### src/rtl/bit_deserializer.sv
// Serial-to-parallel word assembler. Double-buffered: one word can wait on the
// valid/ready output while the next word fills. Dropped bits set a sticky overflow flag.
module bit_deserializer #(
  parameter int unsigned W         = 8,
  parameter bit          MSB_FIRST = 1'b1
) (
  input  logic                 clk,
  input  logic                 rst,
  input  logic                 bit_in,
  input  logic                 bit_valid,
  output logic                 bit_ready,
  output logic [W-1:0]         word_out,
  output logic                 word_valid,
  input  logic                 word_ready,
  output logic                 ovf,
  input  logic                 ovf_clr,
  output logic [$clog2(W)-1:0] fill_cnt
);

  localparam int unsigned CW = $clog2(W);

  typedef enum logic {FILL, PEND} state_t;

  state_t         state, state_nxt;
  logic [W-1:0]   sr, sr_nxt, sr_shift;
  logic [CW-1:0]  cnt_nxt;
  logic [W-1:0]   word_nxt;
  logic           wv_nxt;
  logic           ovf_nxt;
  logic           slot_free;
  logic           accept;

  assign bit_ready = (state == FILL);
  assign slot_free = !word_valid || word_ready;
  assign accept    = bit_valid && bit_ready;
  assign sr_shift  = MSB_FIRST ? {sr[W-2:0], bit_in} : {bit_in, sr[W-1:1]};

  always_comb begin
    state_nxt = state;
    sr_nxt    = sr;
    cnt_nxt   = fill_cnt;
    word_nxt  = word_out;
    // a transfer empties the slot unless a new word is loaded below
    wv_nxt    = word_valid && !word_ready;
    ovf_nxt   = ovf;

    if (bit_valid && !bit_ready) begin
      ovf_nxt = 1'b1;
    end else if (ovf_clr) begin
      ovf_nxt = 1'b0;
    end

    unique case (state)
      FILL: begin
        if (accept) begin
          sr_nxt = sr_shift;
          if (fill_cnt == CW'(W - 1)) begin
            cnt_nxt = '0;
            if (slot_free) begin
              word_nxt = sr_shift;
              wv_nxt   = 1'b1;
            end else begin
              state_nxt = PEND;
            end
          end else begin
            cnt_nxt = fill_cnt + CW'(1);
          end
        end
      end
      PEND: begin
        if (slot_free) begin
          word_nxt  = sr;
          wv_nxt    = 1'b1;
          state_nxt = FILL;
        end
      end
      default: state_nxt = FILL;
    endcase
  end

  always_ff @(posedge clk or posedge rst) begin
    if (rst) begin
      state      <= FILL;
      sr         <= '0;
      fill_cnt   <= '0;
      word_out   <= '0;
      word_valid <= 1'b0;
      ovf        <= 1'b0;
    end else begin
      state      <= state_nxt;
      sr         <= sr_nxt;
      fill_cnt   <= cnt_nxt;
      word_out   <= word_nxt;
      word_valid <= wv_nxt;
      ovf        <= ovf_nxt;
    end
  end

endmodule

### config.mk
export PLATFORM = sky130hd
export DESIGN_NAME = bit_deserializer
export DESIGN_NICKNAME = d
export VERILOG_FILES = /design/src/rtl/bit_deserializer.sv
export SDC_FILE = /design/constraint.sdc
export NUM_CORES = 1
export LEC_CHECK = 0
export BUFFER_PORTS_ARGS = -buffer_cell sky130_fd_sc_hd__buf_2
export CORE_MARGIN = 1
export CORE_UTILIZATION = 43
export DETAILED_ROUTE_END_ITERATION = 7
export GPL_ROUTABILITY_DRIVEN = 1
export PLACE_DENSITY = 0.67
export SETUP_SLACK_MARGIN = 0.15
export SLEW_MARGIN = 20
export SYNTH_ARGS = -nofsm -noshare
export SYNTH_HDL_FRONTEND = slang
export SYNTH_SLANG_ARGS = --single-unit
### constraint.sdc
create_clock -name clk -period 1.4 [get_ports clk]
set_clock_uncertainty 0.05 [all_clocks]
set_input_delay 0.35 -clock clk [delete_from_list [all_inputs] [get_ports clk]]
set_output_delay 0.35 -clock clk [all_outputs]
set_load 0.05 [all_outputs]
==> impl_metrics.toml, run 1 <==
[run_status]
status = "complete, but fails checks"
violations = "setup timing"

[cells_and_area]
nets = 124
final_util_pct = 75.3
multi_input_area_um2 = 464
drive_above_1_share_pct = 70.2
antenna_cells = 0
seq_area_um2 = 554
syn2layout_area_growth_pct = 57.9
fin_cells = 141
fill_cells = 129

[timing]
hold_viol = 0
rsz0062_at_grt = "true"
worstMarginPinSlew_ps = 339
fin_crit_sh_pct = 113
slew-limit-headroom_pct = 77.4
fmax_mhz = 633
finalSetupViolCount = 13
fin_ws_ps = -180
whs_ps = 181
maxSlewViolCount = 0
min_period_ps = 1580

[setup_path]
worstPathArrival_ps = 1730
worst-path-buf-inv = 1
cp.required_ps = 1550
r2r-start = "fill_cnt[0]"
crit_path_start_kind = "flip-flop"
worstSetupPathType = "flip-flop to flip-flop"
cp_max_fo = 8
endpoint_kind = "flip-flop"
slowest_stage = "dfrtp_2"
rr_endpoint = "word_out[0]"
slowest_delay_ps = 450
crit_chain = "ha_4, ha_4, a21oi_4, a21oi_4, buf_12, mux2_4"
rrSetupSlack_ps = -180
cp_top_family = "flip-flops"
reg2regPathDepth = 6

[power_and_ir_drop]
p_switching_uw = 1280
seqPwrFrac_pct = 31.1
p_clk_share_pct = 14.3
total_power_uw = 3350
switching_share_pct = 38.3
p_per_area_mw_per_mm2 = 2160
internal_power_uw = 2070
vdd.ir_drop.worst_v = 0.00135
p_leak_uw = 0.000719
combPwrFrac_pct = 54.6

[cts]
cts_buffers = 3
clock_path_buffers = 2
cts_tree = "built"
root_buffer = "clkbuf_4"
htree_levels = 1
clock_latency_ps = 300
cts_sinks = 22
path_clk_slew_ps = 120

[grt]
antenna_found_initial = 0
grt_max_degree = 17
grt_overflow = 0
grt_pass1_wl_um = 3370
grt_pass1_vias = 725
grt_usage_pct = 18.5

[die]
core_mm2 = 0.00206
io_pins = 20
die_y_um = 49.8
num_rows = 16
die_w_um = 49.8
initial_core_util_pct = 47.7
dieArea_mm2 = 0.00248

[min_path]
hp-class = "input pin to flip-flop"
worstHoldPathCells = 2
hold_path_end = "ovf"
hold_start = "ovf_clr"

[place]
dpl.hpwl_um = 1170
portBuffers = 19
dp.cells = 121
routabilityCongestion = 0.742

[drt]
wl_per_cell_um = 14.9
via_per_inst = 4.86
drt-total-wl_um = 2100
drcViolationCount = 0
drtIter0Drc = 3
antenna_left = 0
dr_total_vias = 685
drt_first_pass_iters = 2

[logic_synthesis]
synthDistinctLibCells = 14
synth_area_per_cell_um2 = 14.0
ys_ff_latch = 22
ys_seq_area_share_pct = 56.0
syn_area_um2 = 983
synth_nets = 79
syn_inst = 70
synth_warnings = 0

[job]
drv_cap = 0
[cells in the final DEF, fill, tap and decap left out, drive strengths merged]
master,synthesis,routed
inv,4,4
clkbuf,0,3
mux2,25,25
a21oi,3,3
dfrtp,22,22
dlygate4sd3,0,1
nor3,1,1
nand2b,2,2
bufinv,0,1
nand2,4,4
o21ai,2,2
a21o,1,1
ha,3,3
nor2,1,1
buf,2,41
[stage by stage]
stage                     instance area (um2)  setup TNS [ps]  setup slack, ps
after floorplan                          1020           -2000             -254
after global placement                   1210            -897             -120
after detailed placement                 1210           -1090             -146
after CTS                                1500           -1400             -169
after global routing                     1550           -2210             -217
final                                    1550           -1730             -180
[power groups by stage]
| stage | clock, uW | combinational, uW | sequential (uW) |
|---|---|---|---|
| floorplan | 0 | 371 | 1580 |
| CTS | 491 | 1700 | 1040 |
| global route | 517 | 1940 | 1070 |
| global placement | 0 | 1230 | 1020 |
| detailed placement | 0 | 1250 | 1030 |
| finish | 479 | 1830 | 1040 |
[layer usage]
layer	global-route usage, %	vias to the layer above	wire length, um
met2	31.5	17	1130
met1	23.4	337	890
met5	0	-	0
li1	-	329	-
met3	4.63	2	71
met4	4.29	0	11
[final cells by class]
| cell class | count | area share, % |
|---|---|---|
| multi-input combinational | 42 | 29.9 |
| tap | 27 | 2.18 |
| clock buffer | 3 | 1.45 |
| timing repair buffer | 42 | 27.9 |
| sequential | 22 | 35.7 |
| inverter | 4 | 0.967 |
| clock inverter | 1 | 1.93 |
[cells in the mapped netlist]
master	count	area, um2
mux2_2	25	282
dfrtp_1	22	551
inv_1	4	15.0
nand2_1	4	15.0
ha_1	3	37.5
a21oi_1	2	10.0
nand2b_1	2	12.5
o21ai_0	2	10.0
a21o_1	1	7.51
a21oi_4	1	16.3
buf_4	1	7.51
buf_6	1	11.3
nor2_1	1	3.75
nor3_1	1	5.00
[worst max-delay path by stage]
stage	slack (ps)	to	startpoint	depth (start not counted)
global placement	-120	word_out[3]	fill_cnt[1]	5
floorplan	-250	word_out[0]	fill_cnt[0]	5
detailed placement	-150	word_out[5]	fill_cnt[1]	5
global route	-220	word_out[0]	fill_cnt[1]	6
CTS	-170	word_out[0]	fill_cnt[1]	6
finish	-180	word_out[0]	fill_cnt[0]	6
[registers in the layout (all words and copies together), names as in the netlist]
| register | count |
|---|---|
| sr | 8 |
| fill_cnt | 3 |
| ovf | 1 |
| word_out | 8 |
| word_valid | 1 |
| state | 1 |
[what timing repair did]
action                     4_1_cts  5_1_grt
setup endpoints to repair       23       35
hold endpoints to repair         6        0
gates resized for setup         41        4
buffers inserted                 9        6
hold buffers                     1        0
[cell families (layout without fill, tap and decap cells)]
group                      after synthesis  count (layout)  synth area share [%]
AOI/OAI and AO/OA                        6               6                  4.45
DFF                                     22              22                  56.0
and+or+nand+nor                          8               8                  3.69
adders and majority gates                3               3                  3.82
muxes                                   25              25                  28.6
buffers and inverters                    6              50                  3.43
Power figures use the tool's default switching activity.
==> inputs of run 2 (changes only) <==
- CORE_UTILIZATION: 43 -> 47
- PLACE_DENSITY: 0.67 -> 0.73
==> impl_metrics.toml, run 2 (synthesized netlist as in run 1, its figures left out) <==
[run_status]
status = "complete, but fails checks"
violations = "setup timing"

[power_and_ir_drop]
seqPwrFrac_pct = 35.0
p_clk_share_pct = 11.6
vdd.ir_drop.worst_v = 0.00117
p_leak_uw = 0.000671
combPwrFrac_pct = 53.4
p_per_area_mw_per_mm2 = 2070
p_switching_uw = 1240
switching_share_pct = 41.5
internal_power_uw = 1750

[drt]
via_per_inst = 5.04
dr_total_vias = 690
wl_per_cell_um = 15.4
dr_wl_met3_um = 57
met1Wirelength_um = 926
drt-total-wl_um = 2110
drcViolationCount = 0
highest_layer = "met4"
drtIter0Drc = 4
wl_met2_um = 1090
drt_first_pass_iters = 2
antenna_left = 0

[timing]
rsz0062_at_grt = "true"
worstMarginPinSlew_ps = 308
fin_crit_sh_pct = 113
min_period_ps = 1580
hold_viol = 0
maxSlewViolCount = 0
fin_ws_ps = -179
fmax_mhz = 633
slew-limit-headroom_pct = 79.4
finalSetupViolCount = 12

[die]
core_mm2 = 0.00196
io_pins = 20
dieArea_mm2 = 0.00228
die_w_um = 47.7
die_y_um = 47.7
initial_core_util_pct = 50.1
num_rows = 16

[cells_and_area]
top_regs = "sr x8, word_out x8, fill_cnt x3"
design_area_mm2 = 0.00145
antenna_cells = 0
multi_input_area_um2 = 444
fill_cells = 133
final_util_pct = 73.7
nets = 120
layout_commonest_cell = "mux2_2"
final_cell_mix = "mux2_2 (24), dfrtp_1 (18), buf_6 (15)"
fin_cells = 137
drive_above_1_share_pct = 69.1
seq_area_um2 = 556
syn2layout_area_growth_pct = 47.1

[place]
dp.cells = 122
dpl_cell_area_mm2 = 0.00120
portBuffers = 19
routabilityCongestion = 0.738
dpl.hpwl_um = 1300
dp_slack_ps = -152

[grt]
grt_overflow = 0
antenna_found_initial = 0
grt_usage_pct = 20.3
grt_max_degree = 13
grt_pass1_vias = 677
grt_pass1_wl_um = 3030

[cts]
cts_tree = "built"
clock_path_buffers = 2
cts_sinks = 22
root_buffer = "clkbuf_4"
path_clk_slew_ps = 120
clock_latency_ps = 300
htree_levels = 1
cts_buffers = 3

[setup_path]
slowest_stage = "dfrtp_2"
cp_max_fo = 8
crit_chain = "ha_4, ha_4, a21oi_4, a21oi_4, mux2_2"
slowest_delay_ps = 420
endpoint_kind = "flip-flop"
cp_top_family = "flip-flops"
cp.required_ps = 1550
reg2regPathDepth = 5
crit_path_start_kind = "flip-flop"
cp.depth = 5
worstSetupPathType = "flip-flop to flip-flop"
worstPathArrival_ps = 1720
worst-path-buf-inv = 0

[job]
drv_cap = 0

[min_path]
hp-class = "input pin to flip-flop"
worstHoldPathCells = 2
run 2: cell count changes in the layout (fill, tap and decap cells not counted), sizes merged:
| cell | before | now |
|---|---|---|
| buf | 41 | 37 |
| bufinv | 1 | 0 |
| clkbuf | 3 | 4 |
run 2: final cells by class:
cell class	instances	area share, %
timing repair buffer	38	24.8
tap	27	2.34
multi-input combinational	42	30.7
sequential	22	38.4
clock buffer	4	2.51
inverter	4	1.21
run 2: layer usage:
layer / global-route usage [%] / vias to the layer above
li1: - / 322
met1: 24.8 / 347
met2: 34.3 / 17
met3: 3.77 / 4
met4: 10.0 / 0
met5: 0 / -
run 2: worst register-to-register path, cell delays in order, from the launching register on:
cell and delay (ps):
dfrtp_2 420, ha_4 160, ha_4 140, a21oi_4 60
a21oi_4 270, mux2_2 390
run 2: power groups by stage:
| stage | registers (uW) | clock network (uW) | logic, uW |
|---|---|---|---|
| 5_1_grt | 1070 | 384 | 1690 |
| 3_5_place_dp | 1040 | 0 | 1230 |
| 6_report | 1050 | 346 | 1600 |
| 3_3_place_gp | 1020 | 0 | 1210 |
| 2_1_floorplan | 1580 | 0 | 371 |
| 4_1_cts | 1050 | 361 | 1470 |
run 2: per-stage QoR:
step	TNS (ps)	hold WS, ps	total power, uW
6_report	-1460	180	2990
4_1_cts	-1520	167	2880
2_1_floorplan	-2000	289	1950
5_1_grt	-2140	158	3150
3_3_place_gp	-990	253	2230
3_5_place_dp	-1130	259	2270
run 2: final timing paths:
| check | to | startpoint | slack [ps] |
|---|---|---|---|
| min in group asynchronous | ovf | rst | 490 |
| min reg2reg | sr[7] | sr[7] | 480 |
| max in group asynchronous | word_out[5] | rst | 380 |
| max reg2reg | word_out[2] | fill_cnt[1] | -180 |
| min | ovf | ovf_clr | 180 |
| max | word_out[2] | fill_cnt[1] | -180 |
run 2: timing repair:
action,in CTS,in global routing
setup buffers,4,6
resized for setup,33,7
endpoints found under the setup margin,31,34
hold buffers,1,0
hold endpoints to repair,6,0
